File: src/rtl/rib_arbiter_pkg.sv
// Shared constants for the tinyriscv bus arbiter: master/slave counts, slave-select
// address field and the starvation counter width.
package rib_defs;

    localparam int RIB_MASTERS = 4;
    localparam int RIB_SLAVES  = 6;
    localparam int RIB_SEL_MSB = 31;
    localparam int RIB_SEL_LSB = 28;

    localparam int M_EX   = 0;
    localparam int M_PC   = 1;
    localparam int M_JTAG = 2;
    localparam int M_UART = 3;

    localparam int WAIT_CNT_W = 4;

    typedef logic [WAIT_CNT_W-1:0] wait_cnt_t;

endpackage

File: src/rtl/rib_arbiter_prio_pick.sv
// Combinational winner picker: a starved requester (lowest index first) beats the
// fixed m0 > m1 > m2 > m3 order.
module rib_prio_pick
    import rib_defs::*;
(
    input  logic [RIB_MASTERS-1:0] req,
    input  logic [RIB_MASTERS-1:1] starved,
    output logic [RIB_MASTERS-1:0] grant,
    output logic                   valid
);

    logic [RIB_MASTERS-1:1] starved_req;

    assign starved_req = starved & req[RIB_MASTERS-1:1];
    assign valid       = |req;

    always_comb begin
        grant = '0;
        if (starved_req[M_PC]) begin
            grant[M_PC] = 1'b1;
        end else if (starved_req[M_JTAG]) begin
            grant[M_JTAG] = 1'b1;
        end else if (starved_req[M_UART]) begin
            grant[M_UART] = 1'b1;
        end else if (req[M_EX]) begin
            grant[M_EX] = 1'b1;
        end else if (req[M_PC]) begin
            grant[M_PC] = 1'b1;
        end else if (req[M_JTAG]) begin
            grant[M_JTAG] = 1'b1;
        end else if (req[M_UART]) begin
            grant[M_UART] = 1'b1;
        end
    end

endmodule

File: src/rtl/rib_arbiter.sv
// Four-master to six-slave single-cycle bus arbiter with address decode, starvation
// promotion for m1..m3, core stall request and a registered decode-error pulse.
module rib_arbiter
    import rib_defs::*;
#(
    parameter int ADDR_W       = 32,
    parameter int DATA_W       = 32,
    parameter int STARVE_LIMIT = 8
) (
    input  logic                          clk,
    input  logic                          rst,
    input  logic [RIB_MASTERS-1:0]        m_req_i,
    input  logic [RIB_MASTERS-1:0]        m_we_i,
    input  logic [RIB_MASTERS*ADDR_W-1:0] m_addr_i,
    input  logic [RIB_MASTERS*DATA_W-1:0] m_wdata_i,
    output logic [RIB_MASTERS*DATA_W-1:0] m_rdata_o,
    output logic [RIB_SLAVES-1:0]         s_sel_o,
    output logic [RIB_SLAVES-1:0]         s_we_o,
    output logic [ADDR_W-1:0]             s_addr_o,
    output logic [DATA_W-1:0]             s_wdata_o,
    input  logic [RIB_SLAVES*DATA_W-1:0]  s_rdata_i,
    output logic                          hold_flag_o,
    output logic                          dec_err_o
);

    localparam wait_cnt_t LIMIT = WAIT_CNT_W'(STARVE_LIMIT);

    logic [RIB_MASTERS-1:1][WAIT_CNT_W-1:0] wait_cnt;
    logic [RIB_MASTERS-1:1]                 starved;
    logic [RIB_MASTERS-1:0]                 grant;
    logic                                   valid;
    logic [ADDR_W-1:0]                      win_addr;
    logic [DATA_W-1:0]                      win_wdata;
    logic                                   win_we;
    logic [RIB_SEL_MSB-RIB_SEL_LSB:0]       slv_idx;
    logic                                   mapped;
    logic [DATA_W-1:0]                      sel_rdata;
    logic                                   dec_err_q;

    always_comb begin
        for (int k = 1; k < RIB_MASTERS; k++) begin
            starved[k] = (wait_cnt[k] == LIMIT);
        end
    end

    rib_prio_pick u_pick (
        .req     (m_req_i),
        .starved (starved),
        .grant   (grant),
        .valid   (valid)
    );

    always_comb begin
        win_addr  = '0;
        win_wdata = '0;
        win_we    = 1'b0;
        for (int k = 0; k < RIB_MASTERS; k++) begin
            if (grant[k]) begin
                win_addr  = m_addr_i[k*ADDR_W +: ADDR_W];
                win_wdata = m_wdata_i[k*DATA_W +: DATA_W];
                win_we    = m_we_i[k];
            end
        end
    end

    assign slv_idx = win_addr[RIB_SEL_MSB:RIB_SEL_LSB];
    assign mapped  = (slv_idx < 4'(RIB_SLAVES));

    // Everything downstream is gated by reset so an in-flight access is dropped at once.
    always_comb begin
        s_sel_o     = '0;
        s_we_o      = '0;
        s_addr_o    = '0;
        s_wdata_o   = '0;
        m_rdata_o   = '0;
        hold_flag_o = 1'b0;
        sel_rdata   = '0;
        if (rst && valid) begin
            s_addr_o    = {{(ADDR_W-RIB_SEL_LSB){1'b0}}, win_addr[RIB_SEL_LSB-1:0]};
            s_wdata_o   = win_wdata;
            hold_flag_o = !grant[M_PC];
            for (int s = 0; s < RIB_SLAVES; s++) begin
                if (mapped && (slv_idx == 4'(s))) begin
                    s_sel_o[s] = 1'b1;
                    s_we_o[s]  = win_we;
                    sel_rdata  = s_rdata_i[s*DATA_W +: DATA_W];
                end
            end
            for (int k = 0; k < RIB_MASTERS; k++) begin
                if (grant[k]) begin
                    m_rdata_o[k*DATA_W +: DATA_W] = sel_rdata;
                end
            end
        end
    end

    always_ff @(posedge clk or negedge rst) begin
        if (!rst) begin
            wait_cnt  <= '0;
            dec_err_q <= 1'b0;
        end else begin
            for (int k = 1; k < RIB_MASTERS; k++) begin
                if (!m_req_i[k] || grant[k]) begin
                    wait_cnt[k] <= '0;
                end else if (wait_cnt[k] != LIMIT) begin
                    wait_cnt[k] <= wait_cnt[k] + 1'b1;
                end
            end
            dec_err_q <= valid && !mapped;
        end
    end

    assign dec_err_o = dec_err_q;

endmodule

File: config.mk
export PLATFORM = sky130hd
export DESIGN_NAME = rib_arbiter
export DESIGN_NICKNAME = d
export VERILOG_FILES = /design/src/rtl/rib_arbiter_pkg.sv /design/src/rtl/rib_arbiter_prio_pick.sv /design/src/rtl/rib_arbiter.sv
export SDC_FILE = /design/constraint.sdc
export NUM_CORES = 1
export LEC_CHECK = 0
export ABC_AREA = 1
export BUFFER_PORTS_ARGS = -buffer_cell sky130_fd_sc_hd__buf_4
export CORE_AREA = 2 2 256 258
export CTS_CLUSTER_DIAMETER = 30
export CTS_CLUSTER_SIZE = 12
export DETAILED_ROUTE_END_ITERATION = 8
export DIE_AREA = 0 0 258 260
export SYNTH_ARGS = -nofsm -noshare
export SYNTH_HDL_FRONTEND = slang
export SYNTH_SLANG_ARGS = --single-unit
File: constraint.sdc
create_clock -name clk -period 6.25 [get_ports clk]
set_input_delay 1.875 -clock clk [delete_from_list [all_inputs] [get_ports clk]]
set_output_delay 1.875 -clock clk [all_outputs]
set_load 0.005 [all_outputs]
==> reports/metrics.yaml, run 1 <==
floorplanning:
  chipWidth_um: 258
  std_cell_rows: 93
  ios: 664
  core_area_sq_um: 64100
  area_of_the_die_sq_um: 67100
  floorplan.die.height_um: 260
  initial_cell_density_of_the_core_pct: 8.42
synth:
  synth.largest_area_cell: "sky130_fd_sc_hd__nand2_1"
  syn_area_per_cell_sq_um: 5.21
  distinct_cell_type_count_of_the_synthesized_netlist: 38
  synthesis.area_sq_um: 5400
  postSynth.topFlopCell: "sky130_fd_sc_hd__dfrtp_1"
  synth.top_cell.area_share_pct: 16.9
  synth_async_sr_flop_share_pct: 100
  syn_warnings: 0
  postSynthRegisterBits: 13
  postSynthCellCount: 1037
  seq_area_frac_synth_pct: 6.02
  yosys-top-cells-count: "243 x sky130_fd_sc_hd__nand2_1, 217 x sky130_fd_sc_hd__nor2_1, 113 x sky130_fd_sc_hd__nand3_1"
  area_contributors_post_synth: "sky130_fd_sc_hd__nand2_1 17%, sky130_fd_sc_hd__nor2_1 15%, sky130_fd_sc_hd__nand3_1 10%, sky130_fd_sc_hd__a221oi_1 9.7%, sky130_fd_sc_hd__o31ai_1 8.3%"
  synth_most_common_cell: "sky130_fd_sc_hd__nand2_1"
  synth_enable_flop_cells: 0
critical_path:
  r2r.worst_path.cells: 15
  timing.critical_path.required_ps: 4380
  worstReg2RegEnd: "wait_cnt[5]"
  r2r_start: "wait_cnt[4]"
  crit_path_end_kind: "output port"
  worst-setup-path-type: "input pin to output port"
  setup.worst_path.end: "m_rdata_o[109]"
  critical_path.startpoint: "m_req_i[1]"
  arrival_ps: 4270
  cp_max_fo: 15
  r2r_slack_ps: 3830
  cp-start-kind: "input pin"
timing:
  timing.final.crit_period_ps: 6140
  max_freq_ghz: 0.163
  worst_clock_skew_ps: 6.58
  hold_ws_ps: 488
  finalHoldViolations: 0
  report.final.setup_viol: 0
  report.final.slew_viol_count: 0
  slew_margin_rel_pct: 41.0
  layout_worst_path_cycle_share_pct: 98.3
  worst-slew-pin-transition_ps: 882
placement:
  buffer_ports.inserted: 659
  post-dp-hpwl_um: 54000
  routabilityCongestion: 0.952
route:
  ant_nets: 0
  detailedRoute.firstPassIterationCount: 5
  detail_route.wl_per_cell_um: 24.1
  drtIter0Drc: 753
  via_per_inst: 3.99
  detail_route.wirelength_um: 62100
  detailroute.via_count: 10300
  post-route-drc-count: 0
grt:
  grt_util_all_layers_pct: 17.2
  met1_usage_pct: 18.3
  grt_max_degree: 63
  grt_pass1_wl_um: 80600
  antenna_violations_before_repair: 36
  globalRouteMet3Util_pct: 5.15
  first_global_vias: 10100
  top_usage_layer: "met2"
  grt_overflow_total: 0
  groute.layer.met2.usage_pct: 32.7
outcome:
  run_status: "complete, no violations"
cts:
  root_buffer: "sky130_fd_sc_hd__clkbuf_16"
  clock_insertion_delay_worst_skew_ps: 250
  cts_hold_buf: 0
  tritoncts_clock_tree: "done"
  numCtsBuffers: 3
  cts_num_sinks: 13
  clk_path_buf_depth: 2
  clk_pin_slew_worst_paths_ps: 40
  h_tree_level_count: 1
power:
  power.ir.vdd_worst_mv: 0.106
  fin_total_pwr_w: 0.00114
  power_density_nw_per_um2: 94.2
  total_leakage_power_nw: 6.27
cells_and_area:
  finish.net_count: 2168
  synthToLayoutAreaGrowth_pct: 125
  post_route_cells_drive_above_1_share_pct: 48.3
min_path:
  min-delay-path-class: "register to register"
flow_run:
  cap_violations: 0
through the flow:
step                util (%)  setup TNS, ps  instances  setup WS (ps)  area [sq um]
CTS                     18.5              0       2549           13.1         11900
detailed placement      18.4              0       2545           31.1         11800
finish                  18.9              0       2577            107         12100
global placement        18.4              0       2545           66.6         11800
global route            18.9           -142       2571          -22.7         12100
floorplan                  -              0       1040            831          5410
timing repair:
item | CTS | global route
endpoints found under the setup margin | 0 | 100
setup buffers | 0 | 5
resized for setup | 0 | 40
metal layers:
layer  share of wire (%)  up-vias  wire [um]
met5                0.19        -        115
met4                 3.0       20       1880
met3                 8.8       90       5480
met2                  52      616      32000
met1                  36     4747      22600
li1                    -     4805          -
flip-flops by register name (all words and copies together), names as in the netlist:
register and cells:
dec_err_o 1, wait_cnt 12
critical path, stage by stage:
cell and delay, ps:
sky130_fd_sc_hd__buf_4 140, sky130_fd_sc_hd__inv_2 70, sky130_fd_sc_hd__nand2_2 50, sky130_fd_sc_hd__nor2_1 90, sky130_fd_sc_hd__nand2_1 70, sky130_fd_sc_hd__nand2_2 90, sky130_fd_sc_hd__nand2_4 60, sky130_fd_sc_hd__or2_1 220
sky130_fd_sc_hd__nand2_2 80, sky130_fd_sc_hd__nand2_2 60, sky130_fd_sc_hd__nor2_4 280, sky130_fd_sc_hd__nand2_4 100, sky130_fd_sc_hd__buf_12 160, sky130_fd_sc_hd__nor2_1 210, sky130_fd_sc_hd__nor2_1 90, sky130_fd_sc_hd__nand2_1 70
sky130_fd_sc_hd__nand2_1 210, sky130_fd_sc_hd__a21oi_1 210, sky130_fd_sc_hd__buf_4 130
cell families after synthesis:
logic type | synth area share [%]
AO/OA/AOI/OAI | 23.9
XOR/XNOR | 0.973
adder cells (fa/ha/maj) | 1.39
buffers and inverters | 15.5
flip-flops | 6.02
other | 0.0694
AND/OR/NAND/NOR | 52.2
where the power goes:
| part | switching [W] | internal, W | leakage (nW) |
|---|---|---|---|
| clock network | 0.0000379 | 0.0000853 | 0.0410 |
| registers | 0.00000471 | 0.0000898 | 0.173 |
| logic | 0.000485 | 0.000441 | 6.05 |
cell usage in the layout, fill, tap and decap left out, drive strengths merged:
cell      n
nor3      7
clkbuf    5
xnor2     3
o31ai    61
a21oi    46
xor2      3
inv     110
nand2   259
or2      23
o21ai     3
and2      1
ha        6
buf     740
clkinv    1
conb      4
nor2    221
dfrtp    13
o211ai    3
nand4    16
o22ai     2
diode    19
nand3   115
a22o      1
a221oi   60
worst min path at each step:
stage                startpoint          end  slack (ps)  cells past startpoint
finish              wait_cnt[0]  wait_cnt[0]         490                      1
global route        wait_cnt[0]  wait_cnt[0]         520                      1
CTS                 wait_cnt[0]  wait_cnt[0]         490                      1
detailed placement  wait_cnt[0]  wait_cnt[0]         480                      1
global placement    wait_cnt[0]  wait_cnt[0]         480                      1
floorplan           wait_cnt[0]  wait_cnt[0]         450                      1
final cells by class:
type | instances | area [sq um]
multi-input combinational | 834 | 4380
tap | 855 | 1070
inverter | 110 | 420
sequential | 13 | 325
clock inverter | 1 | 5.00
clock buffer | 3 | 75.1
fill | 7393 | 52000
antenna | 19 | 47.5
timing repair buffer | 742 | 5810
Note: power is estimated with default switching activity, not from simulation.
==> inputs of run 2 (changes only) <==
--- a/config.mk
+++ b/config.mk
@@ -7,11 +7,14 @@
 export LEC_CHECK = 0
 export ABC_AREA = 1
 export BUFFER_PORTS_ARGS = -buffer_cell sky130_fd_sc_hd__buf_4
-export CORE_AREA = 2 2 256 258
+export CELL_PAD_IN_SITES_DETAIL_PLACEMENT = 0
+export CELL_PAD_IN_SITES_GLOBAL_PLACEMENT = 2
+export CORE_AREA = 2 2 260 262
 export CTS_CLUSTER_DIAMETER = 30
 export CTS_CLUSTER_SIZE = 12
 export DETAILED_ROUTE_END_ITERATION = 8
-export DIE_AREA = 0 0 258 260
+export DIE_AREA = 0 0 262 264
+export PLACE_DENSITY_LB_ADDON = 0.1
 export SYNTH_ARGS = -nofsm -noshare
 export SYNTH_HDL_FRONTEND = slang
 export SYNTH_SLANG_ARGS = --single-unit
==> reports/metrics.yaml, run 2 (synthesized netlist as in run 1, its figures left out) <==
outcome:
  run_status: "complete, no violations"  # unchanged
cells_and_area:
  finish.net_count: 2167  # was 2168
  regMostFlops: "wait_cnt"  # unchanged
  largest_register_ffs: 12  # unchanged
  final_area_sq_um: 12200  # was 12100 sq um
  finalNonFillerCells: 2579  # was 2577
  final_cell_mix: "718 x sky130_fd_sc_hd__buf_4, 225 x sky130_fd_sc_hd__nand2_1, 207 x sky130_fd_sc_hd__nor2_1, 112 x sky130_fd_sc_hd__nand3_1, 102 x sky130_fd_sc_hd__inv_1"  # was 718 x sky130_fd_sc_hd__buf_4, 228 x sky130_fd_sc_hd__nand2_1, 209 x sky130_fd_sc_hd__nor2_1, 111 x sky130_fd_sc_hd__nand3_1, 102 x sky130_fd_sc_hd__inv_1
  mostFrequentLayoutCell: "sky130_fd_sc_hd__buf_4"  # unchanged
  nFillCells: 7922  # was 7393
  synthToLayoutAreaGrowth_pct: 125  # about the same
  post_route_cells_drive_above_1_share_pct: 48.4  # was 48.3%
grt:
  grt_util_all_layers_pct: 16.2  # was 17.2%
  grt_max_degree: 63  # unchanged
  grt_overflow_total: 0  # unchanged
  first_global_vias: 10300  # was 10100
  antenna_violations_before_repair: 18  # was 36
  grt_pass1_wl_um: 80000  # was 80600 um
critical_path:
  r2r_start: "wait_cnt[8]"  # was wait_cnt[4]
  cp-start-kind: "input pin"  # unchanged
  arrival_ps: 4180  # was 4270 ps
  cp_max_fo: 28  # was 15
  crit_path_end_kind: "output port"  # unchanged
  worst-setup-path-type: "input pin to output port"  # unchanged
  timing.critical_path.required_ps: 4380  # about the same
  critical_path.startpoint: "m_req_i[3]"  # was m_req_i[1]
power:
  power.share.sequential_pct: 8.4  # was 8.3%
  power.ir.vdd_worst_mv: 0.0562  # was 0.106 mV
  power_density_nw_per_um2: 92.3  # was 94.2 nW/um^2
  sw_frac_of_total_pct: 45.0  # was 46.1%
  power_switching_w: 0.000505  # was 0.000527 W
  share_clk_of_total_power_pct: 11.6  # was 10.8%
  intPower_w: 0.000617  # was 0.000616 W
  share_comb_of_total_power_pct: 80.0  # was 81.0%
  total_leakage_power_nw: 6.28  # was 6.27 nW
timing:
  worst_clock_skew_ps: 6.63  # was 6.58 ps
  report.final.setup_viol: 0  # unchanged
  max_freq_ghz: 0.165  # was 0.163 GHz
  worst_slack_ps: 197  # was 107 ps
  worst-slew-pin-transition_ps: 729  # was 882 ps
  finalHoldViolations: 0  # unchanged
  slew_margin_rel_pct: 51.4  # was 41.0%
  report.final.slew_viol_count: 0  # unchanged
  timing.final.crit_period_ps: 6050  # was 6140 ps
  hold_ws_ps: 503  # was 488 ps
  layout_worst_path_cycle_share_pct: 96.8  # was 98.3%
route:
  ant_nets: 0  # unchanged
  post-route-drc-count: 0  # unchanged
  detailedRoute.firstPassIterationCount: 5  # unchanged
  detail_route.wl_per_cell_um: 23.2  # was 24.1 um
  detail_route.wirelength_um: 59800  # was 62100 um
  drtIter0Drc: 364  # was 753
  via_per_inst: 3.81  # was 3.99
  detailroute.via_count: 9834  # was 10300
floorplanning:
  std_cell_rows: 95  # was 93
  floorplan.die.height_um: 264  # was 260 um
  core_area_sq_um: 66600  # was 64100 sq um
  area_of_the_die_sq_um: 69200  # was 67100 sq um
  ios: 664  # unchanged
  chipWidth_um: 262  # was 258 um
  initial_cell_density_of_the_core_pct: 8.11  # was 8.42%
cts:
  clk_path_buf_depth: 2  # unchanged
  root_buffer: "sky130_fd_sc_hd__clkbuf_16"  # unchanged
  h_tree_level_count: 1  # unchanged
  cts_num_sinks: 13  # unchanged
  numCtsBuffers: 3  # unchanged
  tritoncts_clock_tree: "done"  # unchanged
  clock_insertion_delay_worst_skew_ps: 250  # about the same
  clk_pin_slew_worst_paths_ps: 50  # was 40 ps
placement:
  post-dp-hpwl_um: 51100  # was 54000 um
  placed_cell_areas_sq_um: 11800  # about the same
  routabilityCongestion: 0.802  # was 0.952
  dp_cells: 2562  # was 2545
  buffer_ports.inserted: 659  # unchanged
  dp_worst_setup_slack_ps: -114  # was 31.1 ps
min_path:
  min-delay-path-class: "register to register"  # unchanged
  hold_path_startpoint: "wait_cnt[0]"  # unchanged
flow_run:
  cap_violations: 0  # unchanged
run 2: path summary, 6_finish.rpt:
path                                      to  slack, ps  cells after the start
worst max-delay path            s_wdata_o[5]        200                     11
worst min-delay path             wait_cnt[0]        500                      1
worst max register to register   wait_cnt[4]       3880                     14
worst min register to register   wait_cnt[0]        500                      1
max in group asynchronous        wait_cnt[3]       4540                      1
min in group asynchronous          dec_err_o       1490                      1
run 2: power by group through the flow:
stage          sequential [W]  combinational [W]  clock [W]
5_1_grt             0.0000951           0.000987   0.000138
4_1_cts             0.0000943           0.000902   0.000134
3_3_place_gp        0.0000958           0.000901          0
6_report            0.0000943           0.000898   0.000130
3_5_place_dp        0.0000957           0.000899          0
2_1_floorplan       0.0000948           0.000318          0
run 2: final cells by class:
| type | instances | area, sq um | area share [%] |
|---|---|---|---|
| Clock buffer | 4 | 78.8 | 0.648 |
| Timing Repair Buffer | 741 | 5850 | 48.1 |
| Sequential cell | 13 | 325 | 2.68 |
| Inverter | 110 | 418 | 3.44 |
| Multi-Input combinational cell | 834 | 4380 | 36.1 |
| Antenna cell | 4 | 10.0 | 0.0823 |
| Tap cell | 873 | 1090 | 8.99 |
run 2: metrics by stage:
| stage | setup TNS, ps | utilization (%) | power (W) |
|---|---|---|---|
| finish | 0 | 18.3 | 0.00112 |
| floorplan | 0 | - | 0.000413 |
| global route | -36.7 | 18.3 | 0.00122 |
| CTS | 0 | 17.9 | 0.00113 |
| detailed placement | -114 | 17.8 | 0.000995 |
| global placement | -125 | 17.8 | 0.000996 |
run 2: what timing repair did:
item / CTS / global route
setup endpoints to repair: 1 / 102
pin swaps: 0 / 5
gates cloned: 0 / 2
resized for setup: 1 / 39
setup buffers: 0 / 7
hold buffers: 0 / 0
run 2: layer usage:
layer  share of wire (%)  vias up  wire length [um]  global-route usage [%]
li1                    -     4779                 -                       -
met1                  33     4582             19900                    15.8
met2                  57      407             33900                    33.4
met3                 8.8       38              5260                    5.27
met4                0.71       28               422                    1.48
met5                0.30        -               181                       0
run 2: worst max-delay path: stages:
cell                      delay (ps)
sky130_fd_sc_hd__buf_4           100
sky130_fd_sc_hd__nand4_2         180
sky130_fd_sc_hd__nand2_1         130
sky130_fd_sc_hd__nand2_2          80
sky130_fd_sc_hd__nand2_4          60
sky130_fd_sc_hd__buf_4           310
sky130_fd_sc_hd__buf_4           430
sky130_fd_sc_hd__nor2_1           90
sky130_fd_sc_hd__o31ai_2         540
sky130_fd_sc_hd__buf_4           210
sky130_fd_sc_hd__buf_4           130
==> inputs of run 3 (changes only) <==
--- a/config.mk
+++ b/config.mk
@@ -15,6 +15,8 @@
 export DETAILED_ROUTE_END_ITERATION = 8
 export DIE_AREA = 0 0 262 264
 export PLACE_DENSITY_LB_ADDON = 0.1
+export RECOVER_POWER = 100
+export SKIP_CTS_REPAIR_TIMING = 1
 export SYNTH_ARGS = -nofsm -noshare
 export SYNTH_HDL_FRONTEND = slang
 export SYNTH_SLANG_ARGS = --single-unit
==> reports/metrics.yaml, run 3 (synthesized netlist as in run 1, its figures left out) <==
placement:
  dp_worst_setup_slack_ps: -114  # unchanged
  post-dp-hpwl_um: 51100  # unchanged
  buffer_ports.inserted: 659  # unchanged
  placed_cell_areas_sq_um: 11800  # unchanged
  routabilityCongestion: 0.802  # unchanged
  dp_cells: 2562  # unchanged
floorplanning:
  chipWidth_um: 262  # unchanged
  core_area_sq_um: 66600  # unchanged
  floorplan.die.height_um: 264  # unchanged
  initial_cell_density_of_the_core_pct: 8.11  # unchanged
  std_cell_rows: 95  # unchanged
  area_of_the_die_sq_um: 69200  # unchanged
  ios: 664  # unchanged
critical_path:
  crit_path_end_kind: "output port"  # unchanged
  critPathBufInv: 5  # unchanged
  slowest_delay_ps: 540  # about the same
  worstPathCellList: "buf_4, nand4_2, nand2_1, nand2_2, nand2_4, buf_4, buf_4, nor2_1, o31ai_2, buf_4, buf_4"  # unchanged
  worst_path_max_delay_cell: "sky130_fd_sc_hd__o31ai_2"  # unchanged
  cp-start-kind: "input pin"  # unchanged
  timing.critical_path.required_ps: 4380  # about the same
  arrival_ps: 4180  # about the same
  critPathTopFamily: "buffers and inverters"  # unchanged
  cp_max_fo: 28  # unchanged
  worst_path_most_repeated_cell: "sky130_fd_sc_hd__buf_4"  # unchanged
  worst-setup-path-type: "input pin to output port"  # unchanged
cells_and_area:
  final_area_sq_um: 12100  # was 12200 sq um
  finalNonFillerCells: 2579  # unchanged
  final_util_pct: 18.2  # was 18.3%
  finish.net_count: 2167  # unchanged
  largest_register_ffs: 12  # unchanged
  post_route_cells_drive_above_1_share_pct: 48.2  # was 48.4%
  regMostFlops: "wait_cnt"  # unchanged
  mostFrequentLayoutCell: "sky130_fd_sc_hd__buf_4"  # unchanged
  final_cell_mix: "716 x sky130_fd_sc_hd__buf_4, 226 x sky130_fd_sc_hd__nand2_1, 207 x sky130_fd_sc_hd__nor2_1, 112 x sky130_fd_sc_hd__nand3_1, 102 x sky130_fd_sc_hd__inv_1"  # was 718 x sky130_fd_sc_hd__buf_4, 225 x sky130_fd_sc_hd__nand2_1, 207 x sky130_fd_sc_hd__nor2_1, 112 x sky130_fd_sc_hd__nand3_1, 102 x sky130_fd_sc_hd__inv_1
  synthToLayoutAreaGrowth_pct: 125  # about the same
timing:
  slew_margin_rel_pct: 51.4  # about the same
  worst-slew-pin-transition_ps: 729  # about the same
  max_freq_ghz: 0.165  # about the same
  timing.final.crit_period_ps: 6050  # about the same
  layout_worst_path_cycle_share_pct: 96.8  # about the same
  worst_slack_ps: 200  # was 197 ps
  worst_clock_skew_ps: 6.54  # was 6.63 ps
  report.final.setup_viol: 0  # unchanged
  finalHoldViolations: 0  # unchanged
  report.final.slew_viol_count: 0  # unchanged
cts:
  cts_num_sinks: 13  # unchanged
  clk_path_buf_depth: 2  # unchanged
  h_tree_level_count: 1  # unchanged
  numCtsBuffers: 3  # unchanged
  tritoncts_clock_tree: "done"  # unchanged
  clock_insertion_delay_worst_skew_ps: 250  # about the same
  clk_pin_slew_worst_paths_ps: 50  # about the same
  root_buffer: "sky130_fd_sc_hd__clkbuf_16"  # unchanged
grt:
  grt_pass1_wl_um: 80000  # unchanged
  grt_max_degree: 63  # unchanged
  grt_util_all_layers_pct: 16.2  # unchanged
  first_global_vias: 10300  # unchanged
  grt_overflow_total: 0  # unchanged
  antenna_violations_before_repair: 18  # unchanged
power:
  power_density_nw_per_um2: 92.2  # was 92.3 nW/um^2
  total_leakage_power_nw: 6.27  # was 6.28 nW
  fin_total_pwr_w: 0.00112  # about the same
  power.ir.vdd_worst_mv: 0.0561  # was 0.0562 mV
min_path:
  min-delay-path-class: "register to register"  # unchanged
route:
  via_per_inst: 3.81  # about the same
  detailroute.via_count: 9816  # was 9834
  post-route-drc-count: 0  # unchanged
  detail_route.wl_per_cell_um: 23.2  # about the same
  detailedRoute.firstPassIterationCount: 4  # was 5
  drtIter0Drc: 373  # was 364
  ant_nets: 0  # unchanged
  detail_route.wirelength_um: 59700  # was 59800 um
outcome:
  run_status: "complete, no violations"  # unchanged
flow_run:
  cap_violations: 0  # unchanged
[run 3: cell count changes in the layout (fill, tap and decap cells not counted), sizes merged]
cell,previous run,this run
buf,739,737
clkbuf,6,8
[run 3: path summary, 6_finish.rpt]
path	from	to	slack, ps	depth (start not counted)
setup / recovery	m_req_i[3]	s_wdata_o[5]	200	11
hold / removal	wait_cnt[0]	wait_cnt[0]	500	1
setup reg to reg	wait_cnt[8]	wait_cnt[4]	3880	14
hold reg to reg	wait_cnt[0]	wait_cnt[0]	500	1
max in group asynchronous	rst	wait_cnt[3]	4540	1
min in group asynchronous	rst	dec_err_o	1490	1
[run 3: stage by stage]
stage	hold WS, ps	setup TNS [ps]
2_1_floorplan	453	0
3_3_place_gp	486	-125
3_5_place_dp	505	-114
4_1_cts	512	-112
5_1_grt	557	-36.7
6_report	503	0
[run 3: layout make-up]
type,count,area [sq um]
flip-flops and latches,13,325
multi-input cells,834,4380
well taps,873,1090
clock buffers,4,78.8
repair buffers,741,5840
inverters,110,418
diodes,4,10.0
fillers,7925,54400
[run 3: layer usage]
| layer | GRT usage, % | vias to the layer above | wire (um) |
|---|---|---|---|
| met5 | 0 | - | 181 |
| met4 | 1.48 | 28 | 422 |
| met3 | 5.27 | 38 | 5200 |
| met2 | 33.4 | 396 | 34000 |
| met1 | 15.8 | 4576 | 20000 |
| li1 | - | 4778 | - |
[run 3: power breakdown]
part	total, W	internal (W)	switching, W
registers	0.0000943	0.0000897	0.00000459
logic	0.000896	0.000440	0.000456
clock network	0.000130	0.0000867	0.0000432
